===== config.mk =====
export PLATFORM = sky130hd
export DESIGN_NAME = perf_event_counter_bank
export DESIGN_NICKNAME = d
export VERILOG_FILES = /design/src/rtl/perf_ctr_pkg.sv /design/src/rtl/perf_ctr_channel.sv /design/src/rtl/perf_event_counter_bank.sv
export SDC_FILE = /design/constraint.sdc
export NUM_CORES = 1
export LEC_CHECK = 0
export ABC_CLOCK_PERIOD_IN_PS = 3700
export CAP_MARGIN = 20
export CORE_MARGIN = 2
export CORE_UTILIZATION = 40
export DETAILED_ROUTE_END_ITERATION = 8
export PLACE_DENSITY = 0.6
export SYNTH_ARGS = -nofsm -noshare
export SYNTH_HDL_FRONTEND = slang
export SYNTH_SLANG_ARGS = --single-unit

===== constraint.sdc =====
create_clock -name clk -period 3.7 [get_ports clk]
set_clock_uncertainty 0.2 [all_clocks]
set_input_delay 0.37 -clock clk [delete_from_list [all_inputs] [get_ports clk]]
set_output_delay 0.37 -clock clk [all_outputs]
set_load 0.05 [all_outputs]

===== src/rtl/perf_ctr_pkg.sv =====
// rtl/perf_ctr_pkg.sv - shared types and helpers for the performance counter bank
// Counter mode enum, channel-count limit and select-width helper.
package perf_ctr_pkg;

   typedef enum logic {
      CTR_WRAP = 1'b0,
      CTR_SAT  = 1'b1
   } ctr_mode_t;

   localparam int MAX_CH = 32;

   function automatic int sel_w(input int n);
      return (n <= 1) ? 1 : $clog2(n);
   endfunction

endpackage


===== src/rtl/perf_ctr_channel.sv =====
// rtl/perf_ctr_channel.sv - one rising-edge event counter with sticky overflow
// Edge detect, clear, and wrap/saturate increment for a single channel.
module perf_ctr_channel
   import perf_ctr_pkg::*;
#(
   parameter int WIDTH    = 16,
   parameter int SATURATE = 0
) (
   input  logic             clk,
   input  logic             rst_n,
   input  logic             enable,
   input  logic             event_in,
   input  logic             clear,
   output logic [WIDTH-1:0] count,
   output logic             overflow
);

   localparam ctr_mode_t MODE = (SATURATE != 0) ? CTR_SAT : CTR_WRAP;

   logic             event_q, event_d;
   logic [WIDTH-1:0] count_q, count_d;
   logic             overflow_q, overflow_d;
   logic             rise;

   always_comb begin
      event_d    = event_in;
      rise       = event_in & ~event_q;
      count_d    = count_q;
      overflow_d = overflow_q;
      // A clear swallows any edge arriving in the same cycle.
      if (clear) begin
         count_d    = '0;
         overflow_d = 1'b0;
      end else if (rise && enable) begin
         if (count_q == {WIDTH{1'b1}}) begin
            overflow_d = 1'b1;
            count_d    = (MODE == CTR_SAT) ? count_q : '0;
         end else begin
            count_d = count_q + 1'b1;
         end
      end
   end

   always_ff @(posedge clk or negedge rst_n) begin
      if (!rst_n) begin
         event_q    <= 1'b0;
         count_q    <= '0;
         overflow_q <= 1'b0;
      end else begin
         event_q    <= event_d;
         count_q    <= count_d;
         overflow_q <= overflow_d;
      end
   end

   assign count    = count_q;
   assign overflow = overflow_q;

endmodule


===== src/rtl/perf_event_counter_bank.sv =====
// rtl/perf_event_counter_bank.sv - bank of NUM_CH event counters with muxed read port
// Optional shadow snapshot registers are enabled by defining PERF_CTR_SNAPSHOT_EN.
module perf_event_counter_bank
   import perf_ctr_pkg::*;
#(
   parameter int   NUM_CH   = 8,
   parameter int   WIDTH    = 16,
   parameter int   SATURATE = 0,
   localparam int  SEL_W    = sel_w(NUM_CH)
) (
   input  logic              clk,
   input  logic              rst_n,
   input  logic              enable,
   input  logic [NUM_CH-1:0] event_in,
   input  logic              clear_all,
   input  logic              clear_ch,
   input  logic [SEL_W-1:0]  clear_sel,
   input  logic [SEL_W-1:0]  rd_sel,
   output logic [WIDTH-1:0]  rd_count,
   output logic              rd_overflow,
   output logic [NUM_CH-1:0] overflow_vec,
   input  logic              snapshot_req,
   output logic              snap_valid
);

   logic [WIDTH-1:0]  ch_count [NUM_CH];
   logic [NUM_CH-1:0] ch_ovf;
   logic [NUM_CH-1:0] ch_clear;

   for (genvar i = 0; i < NUM_CH; i++) begin : g_ch
      // Out-of-range clear_sel matches no channel, making clear_ch a no-op.
      assign ch_clear[i] = clear_all | (clear_ch & (int'(clear_sel) == i));

      perf_ctr_channel #(
         .WIDTH    (WIDTH),
         .SATURATE (SATURATE)
      ) u_ch (
         .clk      (clk),
         .rst_n    (rst_n),
         .enable   (enable),
         .event_in (event_in[i]),
         .clear    (ch_clear[i]),
         .count    (ch_count[i]),
         .overflow (ch_ovf[i])
      );
   end

   assign overflow_vec = ch_ovf;

`ifdef PERF_CTR_SNAPSHOT_EN
   logic [WIDTH-1:0]  snap_count_q [NUM_CH];
   logic [WIDTH-1:0]  snap_count_d [NUM_CH];
   logic [NUM_CH-1:0] snap_ovf_q, snap_ovf_d;
   logic              snap_valid_q, snap_valid_d;

   always_comb begin
      snap_count_d = snap_count_q;
      snap_ovf_d   = snap_ovf_q;
      snap_valid_d = snap_valid_q;
      if (clear_all) begin
         for (int i = 0; i < NUM_CH; i++) snap_count_d[i] = '0;
         snap_ovf_d   = '0;
         snap_valid_d = 1'b0;
      end else if (snapshot_req) begin
         snap_count_d = ch_count;
         snap_ovf_d   = ch_ovf;
         snap_valid_d = 1'b1;
      end
   end

   always_ff @(posedge clk or negedge rst_n) begin
      if (!rst_n) begin
         for (int i = 0; i < NUM_CH; i++) snap_count_q[i] <= '0;
         snap_ovf_q   <= '0;
         snap_valid_q <= 1'b0;
      end else begin
         snap_count_q <= snap_count_d;
         snap_ovf_q   <= snap_ovf_d;
         snap_valid_q <= snap_valid_d;
      end
   end

   assign snap_valid = snap_valid_q;

   always_comb begin
      rd_count    = '0;
      rd_overflow = 1'b0;
      if (int'(rd_sel) < NUM_CH) begin
         if (snap_valid_q) begin
            rd_count    = snap_count_q[rd_sel];
            rd_overflow = snap_ovf_q[rd_sel];
         end else begin
            rd_count    = ch_count[rd_sel];
            rd_overflow = ch_ovf[rd_sel];
         end
      end
   end
`else
   logic unused_snapshot_req;
   assign unused_snapshot_req = snapshot_req;
   assign snap_valid          = 1'b0;

   always_comb begin
      rd_count    = '0;
      rd_overflow = 1'b0;
      if (int'(rd_sel) < NUM_CH) begin
         rd_count    = ch_count[rd_sel];
         rd_overflow = ch_ovf[rd_sel];
      end
   end
`endif

endmodule


### Word-level counts from Yosys, hierarchy flattened

Cells that the tools add are included.

* reductions and logical operators: 33
* $lt $le $gt $ge: 2
* eq/ne operators: 15
* bitwise operators: 33
* shift operators: 0
* add/sub/neg operators: 8
* multiply operators: 0
* divide/modulo/power cells: 0
* multiplexer cells: 53

Operators with widths (number)
* $mux W16: 26
* $add A16 B1 Y16 const B: 8
* $eq A16 B16 Y1 const B: 8
* $bmux W16 S3: 1
* $reduce_bool A2 Y1: 16
* $mux W1: 25
* $and A1 B1 Y1: 16
* $reduce_and A2 Y1: 8
* $eq A3 B3 Y1 const B: 4
* $logic_and A1 B1 Y1: 8
* $not A1 Y1: 8
* $or A1 B1 Y1: 8
* $eq A3 B2 Y1 const B: 2
* $ge A4 B4 Y1 const B: 1
* $lt A3 B4 Y1 const B: 1
* $not A3 Y4: 1
* $bmux W1 S3: 1
* $eq A3 B1 Y1 const B: 1
* $logic_not A3 Y1: 1

* input bits: 20
* bits in registers: 144
* latch bits: 0
* output and inout port bits: 26
* memory bits (writable): 0
* memories kept: 0
* bits in read-only memories: 0

### Logic depth before layout (Yosys ltp)

Gate-level depths: netlist of run 1.

* word-level depth: 5
* depth in mapped cells: 7

### Cells and area by module

From an unflattened synthesis of run 1, not the netlist that was laid out.

* cell total of the unflattened synthesis: 916
* area total of the unflattened synthesis: 9298.9 um^2

Modules (own cells, without submodules)
* perf_ctr_channel: seq. area each 450.4 um^2, times used 8, cells an instance 105, area an instance 1009.7 um^2
* perf_event_counter_bank: seq. area each 0.0 um^2, times used 1, cells an instance 76, area an instance 1221.2 um^2

### Worst setup path before layout of run 1

No wires, ideal clock.

* path type: input-to-output
* start: in rd_sel[0]
* end: out rd_count[7]
* arrival: 1.806 ns
* path slack: 1.324 ns
* data required time: 3.130 ns
* path buffers: 2
* stages on the path: 4
* cells stage by stage: buf_2 -> buf_2 -> mux4_1 -> mux2_2

* word-level cells in the longest chain between the ends: 4

Ends and longest elaborated chain
* start, declared: RTL line perf_event_counter_bank.sv:18 `input logic [SEL_W-1:0] rd_sel,`
* $not A3 Y4 (not written as such): RTL line perf_event_counter_bank.sv:107 `rd_count = ch_count[rd_sel];`
* $bmux W16 S3: RTL line perf_event_counter_bank.sv:107
* $mux W16 (not written as such) (2 in a row): RTL line perf_event_counter_bank.sv:107
* end, declared: RTL line perf_event_counter_bank.sv:19 `output logic [WIDTH-1:0] rd_count,`

No other way between the ends. The select of a mux whose other input is x is not followed.

### Worst setup path after layout of run 1

* start: in rd_sel[1]
* end: out rd_count[7]

The elaborated chain is that of the path after synthesis.

==> results of run 1 <==
logic make-up after synthesis:
family	share of synthesized area
simple gates	0.2250
flops	0.4185
compound gates	0.1155
xor+xnor	0.07426
buf+inv	0.03778
mux	0.1168
fa+ha+maj	0.01163
other cells	0.0004356
critical path: cells and delay by family:
kind / cells / cell delay [ns]
muxes: 2 / 0.77
buffers and inverters: 3 / 1.07
cell usage in the layout, fill, tap and decap left out, drive strengths merged, types with 26 or more instances in the layout:
cell | Yosys | layout
nor2 | 120 | 120
dfrtp | 144 | 144
xnor2 | 27 | 27
a31oi | 26 | 26
a21oi | 29 | 29
buf | 32 | 31
nand2 | 69 | 69
nand4 | 26 | 26
xor2 | 46 | 46
nand3 | 53 | 53
mux4 | 34 | 34
state kept, by name (all words and copies together), names as in the netlist:
| name | flops |
|---|---|
| g_ch.u_ch.overflow | 8 |
| g_ch.u_ch.count | 128 |
| g_ch.u_ch.event_q | 8 |
power breakdown:
group	total, mW	switching [mW]	internal (mW)
clock network	1.88	0.678	1.20
logic	0.241	0.161	0.0799
registers	1.60	0.0104	1.58
worst min path at each step:
| stage | from | endpoint | depth (start not counted) |
|---|---|---|---|
| after CTS | event_in[7] | g_ch[7].u_ch.event_q | 1 |
| after detailed placement | rst_n | g_ch[6].u_ch.count[9] | 1 |
| after global placement | rst_n | g_ch[6].u_ch.count[9] | 1 |
| after floorplan | rst_n | g_ch[0].u_ch.count[0] | 0 |
| after global routing | event_in[7] | g_ch[7].u_ch.event_q | 1 |
| final | event_in[7] | g_ch[7].u_ch.event_q | 1 |
stage by stage:
| step | setup slack (ns) | std cells | hold WS (ns) |
|---|---|---|---|
| floorplan | 1.324 | 860 | -0.1256 |
| global placement | 0.7065 | 1147 | 0.3042 |
| detailed placement | 0.6850 | 1147 | 0.2956 |
| CTS | 0.8990 | 1180 | 0.2087 |
| global route | 0.8498 | 1180 | 0.2251 |
| finish | 0.8998 | 1180 | 0.2164 |
routing by layer:
layer,global-route usage,part of all wire,vias up
met2,0.3234,0.43,191
met4,0.06355,0.019,2
met5,0,0.00067,-
met3,0.03636,0.059,27
li1,-,-,3213
met1,0.3405,0.49,3469
cell type report:
cell class / instances / area [sq um]
multi-input cells: 653 / 4681
inverters: 20 / 75.07
well taps: 275 / 344.1
flip-flops and latches: 144 / 3603
repair buffers: 56 / 496.7
fillers: 2002 / 11250
clock inverters: 9 / 153.9
clock buffers: 23 / 488.0
timing repair:
action	CTS	global route
endpoints found under the hold margin	85	0
hold buffers	1	0
resized for setup	0	0
==> results.ini, run 1 <==
[run_status]
outcome=finished clean

[floorplan]
fp.dieArea_sq_um=22710
dieHeight_microns=150.7
design.portCount=46
floorplan.rows=53
dieWidth_microns=150.7
placeableCoreArea_sq_um=21090
floorplan.initialDensity=0.4083

[worst_setup_path]
path_max_fanout=34
worst_path_most_repeated_cell=sky130_fd_sc_hd__buf_4
timing.reg2reg.setup_slack_ns=1.39
critPathLaunchType=input pin
crit_path_max_incr_delay_ns=0.46
timing.critical_path.to=rd_count[7]
cp.arrival_ns=2.23
setup.worst_path.end_class=primary output
path_class=input pin to primary output
reg2reg_depth=5
cp_cell_sequence=clkdlybuf4s50_1 -> buf_4 -> mux4_1 -> mux2_2 -> buf_4
worst_path_max_delay_cell=sky130_fd_sc_hd__mux4_1
critPathRequiredTime_ns=3.13
reg2reg_from=g_ch[2].u_ch.event_q
critical_path_startpoint=rd_sel[1]
worst_reg2reg_path_endpoint=g_ch[2].u_ch.count[4]

[logic_synthesis]
post_synth_inst_count=860
async_flop_share=1.000
synth.yosys.seq_area_share=0.4185
synth_top_area_frac=0.4185
ys_types=72
synth-seq-cells=144
yosys-top-cells-count=sky130_fd_sc_hd__dfrtp_1 (144), sky130_fd_sc_hd__nor2_1 (116), sky130_fd_sc_hd__nand2_1 (69)
number_of_enable_flip_flop_cells_after_synthesis=0
synth.top_cells.by_area=sky130_fd_sc_hd__dfrtp_1 (42%), sky130_fd_sc_hd__mux4_2 (8.6%), sky130_fd_sc_hd__nor2_1 (5.1%)
synth_top_cell_by_area=sky130_fd_sc_hd__dfrtp_1
synth_fp_nets=888
synth_top_flop_cell=sky130_fd_sc_hd__dfrtp_1
dominant_cell_by_count_in_the_synthesized_netlist=sky130_fd_sc_hd__dfrtp_1
synthesis.area_per_instance_sq_um=10.01
synthesis.yosys.warnings=0
synth.cell_area_sq_um=8610

[power]
power_per_cell_area_nw_per_um2=377.4
total_power_mw=3.714
irDropWorstVdd_uv=303.8
p_leak_nw=3.975

[hold_path]
hold_path.class=input pin to flop

[clocking]
ctsRootBufferMaster=sky130_fd_sc_hd__clkbuf_16
cts.clk_slew.worst_paths_ns=0.06
clock_buffer_count_from_cts=17
clock_latency_ns=0.42
number_of_clock_sinks_seen_by_cts=144
cts.path.max_buffers=2
cts_tree=yes
cts_max_level=4
post-cts-setup-buffer-count=0

[sta]
tightest_slew_ns=0.8454
fmaxAchievable_mhz=357.1
setup_viol=0
final.setup.tns_ns=0
maxSlewHeadroom=0.4364
number_of_endpoints_with_negative_hold_slack_in_the_final_report=0
timing.final.max_slew_violations=0
layout_worst_path_cycle_share=0.7568
rsz0062_at_grt=false
timing.final.crit_period_ns=2.800

[global_route]
grt_max_degree=87
grt_antenna_before_repair=1
grt-ovfl-total=0
aggregate_global_route_resource_usage=0.2222
grt_pass1_wl_microns=37880
grt_pass1_vias=6536

[run]
drv.max_cap_violation_count=0

[layout]
post-route-cell-area_sq_um=9842
insertedDiodeCount=0
area_growth_syn_to_layout_pct=14.31
final_util=0.4667
nNetsFinal=920
drive_above_1_share=0.1657

[placement]
placement.cell_area_sq_um=9190
finalWeightedCongestion=0.8780
detailedPlacementHpwl_microns=17620
port_buffers=43

[route]
drt-wirelength-per-cell_microns=20.30
ant_nets=0
detailedRoute.firstIterationViolations=573
detail_route.vias_per_cell=5.849
count_of_vias_placed_by_the_detailed_router=6902
drc=0
drtPass1Iterations=7
route.final.wire_length_microns=23950

Note: power is estimated with default switching activity, not from simulation.
==> run 2: changes to the inputs <==
--- a/config.mk
+++ b/config.mk
@@ -5,12 +5,12 @@
 export SDC_FILE = /design/constraint.sdc
 export NUM_CORES = 1
 export LEC_CHECK = 0
-export ABC_CLOCK_PERIOD_IN_PS = 3700
+export ABC_CLOCK_PERIOD_IN_PS = 2300
 export CAP_MARGIN = 20
 export CORE_MARGIN = 2
 export CORE_UTILIZATION = 40
 export DETAILED_ROUTE_END_ITERATION = 8
-export PLACE_DENSITY = 0.6
+export PLACE_DENSITY = 0.62
 export SYNTH_ARGS = -nofsm -noshare
 export SYNTH_HDL_FRONTEND = slang
 export SYNTH_SLANG_ARGS = --single-unit
==> constraint.sdc (replaced) <==
create_clock -name clk -period 2.3 [get_ports clk]
set_clock_uncertainty 0.2 [all_clocks]
set_input_delay 0.23 -clock clk [delete_from_list [all_inputs] [get_ports clk]]
set_output_delay 0.23 -clock clk [all_outputs]
set_load 0.05 [all_outputs]
==> results.ini, run 2 (synthesis gave the netlist of run 1 again) <==
[run_status]
outcome=finished clean

[power]
irDropWorstVdd_uv=539.6
power.share.clock=0.479
combPwrFrac=0.084
power_spent_charging_and_discharging_nets_mw=1.449
power_per_cell_area_nw_per_um2=533.7
intPower_mw=4.418
pwr-share-seq=0.437
netSwitchingFraction=0.2470
p_leak_nw=4.591

[floorplan]
dieHeight_microns=150.7
fp.dieArea_sq_um=22710
floorplan.initialDensity=0.4083
dieWidth_microns=150.7
placeableCoreArea_sq_um=21090
design.portCount=46
floorplan.rows=53

[sta]
fmaxAchievable_mhz=435.3
rsz0062_at_grt=true
final.setup.tns_ns=0
tightest_slew_ns=0.5451
timing.final.max_slew_violations=0
number_of_endpoints_with_negative_hold_slack_in_the_final_report=0
timing.final.crit_period_ns=2.297
setup_viol=0
holdWs_ns=0.07373
fin_ws_ns=0.002935
layout_worst_path_cycle_share=0.9987
maxSlewHeadroom=0.6333

[clocking]
clock_latency_ns=0.43
cts.path.max_buffers=2
number_of_clock_sinks_seen_by_cts=144
cts_tree=yes
clock_buffer_count_from_cts=17
cts.clk_slew.worst_paths_ns=0.07
cts_max_level=4
ctsRootBufferMaster=sky130_fd_sc_hd__clkbuf_16

[placement]
finalWeightedCongestion=0.8908
port_buffers=43
dpl.cell_count=1228
detailedPlacementHpwl_microns=18550
dp_slack_ns=-0.1095
placement.cell_area_sq_um=9873

[global_route]
grt_pass1_vias=6850
grt_pass1_wl_microns=39590
aggregate_global_route_resource_usage=0.2333
grt_max_degree=55
grt-ovfl-total=0
grt_antenna_before_repair=0

[layout]
post-route-cell-area_sq_um=10990
area_growth_syn_to_layout_pct=27.68
filler_cell_count=1895
mostFrequentLayoutCell=sky130_fd_sc_hd__buf_4
final_cells=1310
drive_above_1_share=0.3124
final_cell_mix=sky130_fd_sc_hd__buf_4 (135), sky130_fd_sc_hd__nor2_1 (116), sky130_fd_sc_hd__dfrtp_1 (103), sky130_fd_sc_hd__nand2_1 (69), sky130_fd_sc_hd__nand3_1 (52)
nNetsFinal=1049
max_reg_flops=128

[hold_path]
min_from=event_in[7]
hold_path.class=input pin to flop

[route]
detail_route.vias_per_cell=5.636
drtPass1Iterations=5
drc=0
count_of_vias_placed_by_the_detailed_router=7383
ant_nets=0
drt-wirelength-per-cell_microns=19.40
detailedRoute.firstIterationViolations=865
route.final.wire_length_microns=25420

[worst_setup_path]
critical_path_startpoint=g_ch[5].u_ch.count[3]
critPathRequiredTime_ns=1.87
path_max_fanout=5
critPathLaunchType=flop
path_class=flop to primary output
timing.reg2reg.setup_slack_ns=0.15
setup.worst_path.end_class=primary output
cp.arrival_ns=1.87
reg2reg_from=g_ch[0].u_ch.count[0]

[run]
drv.max_cap_violation_count=0

==> run 2: cell count changes in the layout (fill, tap and decap cells not counted), sizes merged <==
cell,before,now
buf,31,160
bufinv,4,2
clkbuf,23,20
clkinv,3,5
clkinvlp,2,4
diode,0,1
inv,20,21
==> run 2: timing repair <==
item                                   4_1_cts  5_1_grt
hold buffers                                 1        0
setup endpoints to repair                   17       16
gates cloned                                 0        0
resized for setup                           55       15
endpoints found under the hold margin       85        0
buffers inserted                            33       18
==> run 2: worst paths after layout <==
| check | end | cells past startpoint |
|---|---|---|
| min in group asynchronous | g_ch[6].u_ch.overflow | 2 |
| worst min register to register | g_ch[7].u_ch.count[11] | 1 |
| worst min-delay path | g_ch[7].u_ch.event_q | 1 |
| worst max-delay path | rd_count[3] | 3 |
| max in group asynchronous | g_ch[5].u_ch.count[14] | 3 |
| worst max register to register | g_ch[0].u_ch.count[0] | 7 |
==> run 2: metal layers <==
layer,track usage,wire (microns)
met5,0,0
met4,0.06729,445
met3,0.04485,1621
met2,0.3484,11380
met1,0.3453,11970
==> run 2: power by group through the flow <==
| stage | clock, mW | sequential, mW | combinational, mW |
|---|---|---|---|
| after global routing | 2.96 | 2.56 | 0.530 |
| after CTS | 2.83 | 2.56 | 0.489 |
| final | 2.81 | 2.56 | 0.490 |
| after global placement | 0 | 2.61 | 0.477 |
| after floorplan | 0 | 2.61 | 0.229 |
| after detailed placement | 0 | 2.61 | 0.478 |
==> run 2: stage by stage <==
step / power, mW / utilization
floorplan: 2.835 / -
global placement: 3.086 / 0.4682
detailed placement: 3.088 / 0.4682
CTS: 5.884 / 0.5132
global route: 6.056 / 0.5212
finish: 5.867 / 0.5213
==> run 2: final cells by class <==
class                   count  area [sq um]  area share
diodes                      1         2.502   0.0002276
clock buffers              20         456.7     0.04154
clock inverters            12         135.1     0.01229
inverters                  20         75.07    0.006829
multi-input cells         653          4713      0.4288
flip-flops and latches    144          3655      0.3325
well taps                 275         344.1     0.03130
repair buffers            185          1612      0.1466
==> run 2: worst max-delay path, cell delays in order (launching register included) <==
cell and delay [ns]:
sky130_fd_sc_hd__dfrtp_1 0.46, sky130_fd_sc_hd__mux4_2 0.51, sky130_fd_sc_hd__mux2_4 0.31, sky130_fd_sc_hd__buf_8 0.16
==> run 3: changes to the inputs <==
--- a/config.mk
+++ b/config.mk
@@ -7,7 +7,7 @@
 export LEC_CHECK = 0
 export ABC_CLOCK_PERIOD_IN_PS = 2300
 export CAP_MARGIN = 20
-export CORE_MARGIN = 2
+export CORE_MARGIN = 3
 export CORE_UTILIZATION = 40
 export DETAILED_ROUTE_END_ITERATION = 8
 export PLACE_DENSITY = 0.62
==> results.ini, run 3 (synthesis gave the netlist of run 1 again) <==
[layout]
area_growth_syn_to_layout_pct=28.64
mostFrequentLayoutCell=sky130_fd_sc_hd__buf_4
nNetsFinal=1066
max_reg_flops=128
insertedDiodeCount=0
drive_above_1_share=0.3168
filler_cell_count=1891
final_cell_mix=sky130_fd_sc_hd__buf_4 (153), sky130_fd_sc_hd__nor2_1 (116), sky130_fd_sc_hd__dfrtp_1 (108), sky130_fd_sc_hd__nand2_1 (69), sky130_fd_sc_hd__nand3_1 (52)

[placement]
port_buffers=43
detailedPlacementHpwl_microns=18430
finalWeightedCongestion=0.9375

[global_route]
grt_antenna_before_repair=1
aggregate_global_route_resource_usage=0.2185
gr_layer_usage_met3=0.03919
grt.met2_usage=0.3227
grt_pass1_wl_microns=40150
grt-ovfl-total=0
grt.busiest_layer=met1
grt_pass1_vias=7107
globalRouteMet1Util=0.3290
grt_max_degree=52

[route]
detail_route.vias_per_cell=5.686
count_of_vias_placed_by_the_detailed_router=7540
drt-wirelength-per-cell_microns=19.19
detailedRoute.firstIterationViolations=699
route.final.wire_length_microns=25440
drtPass1Iterations=6
ant_nets=0
drc=0

[worst_setup_path]
timing.critical_path.to=rd_count[11]
critical_path_startpoint=g_ch[2].u_ch.count[11]
path_class=flop to primary output
reg2reg_depth=8
path_max_fanout=2
critPathRequiredTime_ns=1.87
cp.arrival_ns=1.86
critPathLaunchType=flop
setup.worst_path.end_class=primary output
reg2reg_from=g_ch[1].u_ch.count[0]
timing.reg2reg.setup_slack_ns=0.08
worst_reg2reg_path_endpoint=g_ch[1].u_ch.count[13]

[sta]
timing.final.crit_period_ns=2.288
final.setup.tns_ns=0
rsz0062_at_grt=true
setup_viol=0
fmaxAchievable_mhz=437.0
number_of_endpoints_with_negative_hold_slack_in_the_final_report=0
timing.final.max_slew_violations=0
tightest_slew_ns=0.5439
layout_worst_path_cycle_share=0.9949
maxSlewHeadroom=0.6352

[clocking]
cts.clk_slew.worst_paths_ns=0.06
clock_buffer_count_from_cts=17
cts_max_level=4
cts.path.max_buffers=2
cts_tree=yes
clock_latency_ns=0.43
number_of_clock_sinks_seen_by_cts=144
ctsRootBufferMaster=sky130_fd_sc_hd__clkbuf_16

[floorplan]
fp.dieArea_sq_um=23320
dieWidth_microns=152.7
placeableCoreArea_sq_um=21090
floorplan.rows=53
floorplan.initialDensity=0.4083
design.portCount=46
dieHeight_microns=152.7

[power]
power_per_cell_area_nw_per_um2=521.8
total_power_mw=5.779
irDropWorstVdd_uv=481.3
p_leak_nw=4.683

[hold_path]
min_from=event_in[7]
hold_path.class=input pin to flop

[run_status]
outcome=finished clean

[run]
drv.max_cap_violation_count=0

run 3: metrics by stage:
stage	setup slack (ns)	hold WS, ns	std cells	area, sq um	util
after floorplan	0.2038	-0.2656	860	8610	-
after global placement	-0.04393	-0.0007375	1221	9821	0.4657
after detailed placement	-0.05201	0.003962	1221	9821	0.4657
after CTS	0.0007332	0.06400	1307	10890	0.5165
after global routing	-0.02476	0.07449	1326	11080	0.5252
final	0.01177	0.07100	1326	11080	0.5252
run 3: critical path, stage by stage (launching register included):
cell and delay [ns]:
sky130_fd_sc_hd__dfrtp_2 0.43, sky130_fd_sc_hd__mux4_2 0.53, sky130_fd_sc_hd__mux2_4 0.32, sky130_fd_sc_hd__buf_6 0.16
run 3: repair_timing:
| item | 4_1_cts | 5_1_grt |
|---|---|---|
| hold buffers | 1 | 0 |
| gates resized for setup | 42 | 19 |
| hold endpoints to repair | 144 | 0 |
| buffers inserted | 57 | 19 |
| pin swaps | 0 | 2 |
| setup endpoints to repair | 17 | 33 |
run 3: worst min-delay path by stage:
stage                                 end  slack (ns)  cells after the start
floorplan           g_ch[0].u_ch.count[0]       -0.27                      0
global placement    g_ch[1].u_ch.count[8]     -0.0007                      1
detailed placement  g_ch[1].u_ch.count[8]       0.004                      1
CTS                  g_ch[7].u_ch.event_q        0.06                      1
global route         g_ch[7].u_ch.event_q        0.07                      1
finish               g_ch[7].u_ch.event_q        0.07                      1
run 3: area by class of cell:
class | count | area, sq um | area share
repair buffers | 202 | 1728 | 0.1560
clock buffers | 19 | 432.9 | 0.03909
clock inverters | 13 | 140.1 | 0.01265
inverters | 20 | 75.07 | 0.006778
well taps | 275 | 344.1 | 0.03107
flip-flops and latches | 144 | 3649 | 0.3294
multi-input cells | 653 | 4707 | 0.4250
run 3: per-layer routing:
metal / vias to the layer above / routed length (microns)
met3: 44 / 1551
met2: 271 / 11270
met4: 2 / 578
li1: 3508 / -
met5: - / 13
met1: 3715 / 12020
run 3: power breakdown:
part | switching [mW] | total (mW) | internal [mW]
sequential | 0.0156 | 2.56 | 2.55
clock | 1.14 | 2.74 | 1.60
combinational | 0.276 | 0.479 | 0.204
total | 1.43 | 5.78 | 4.35
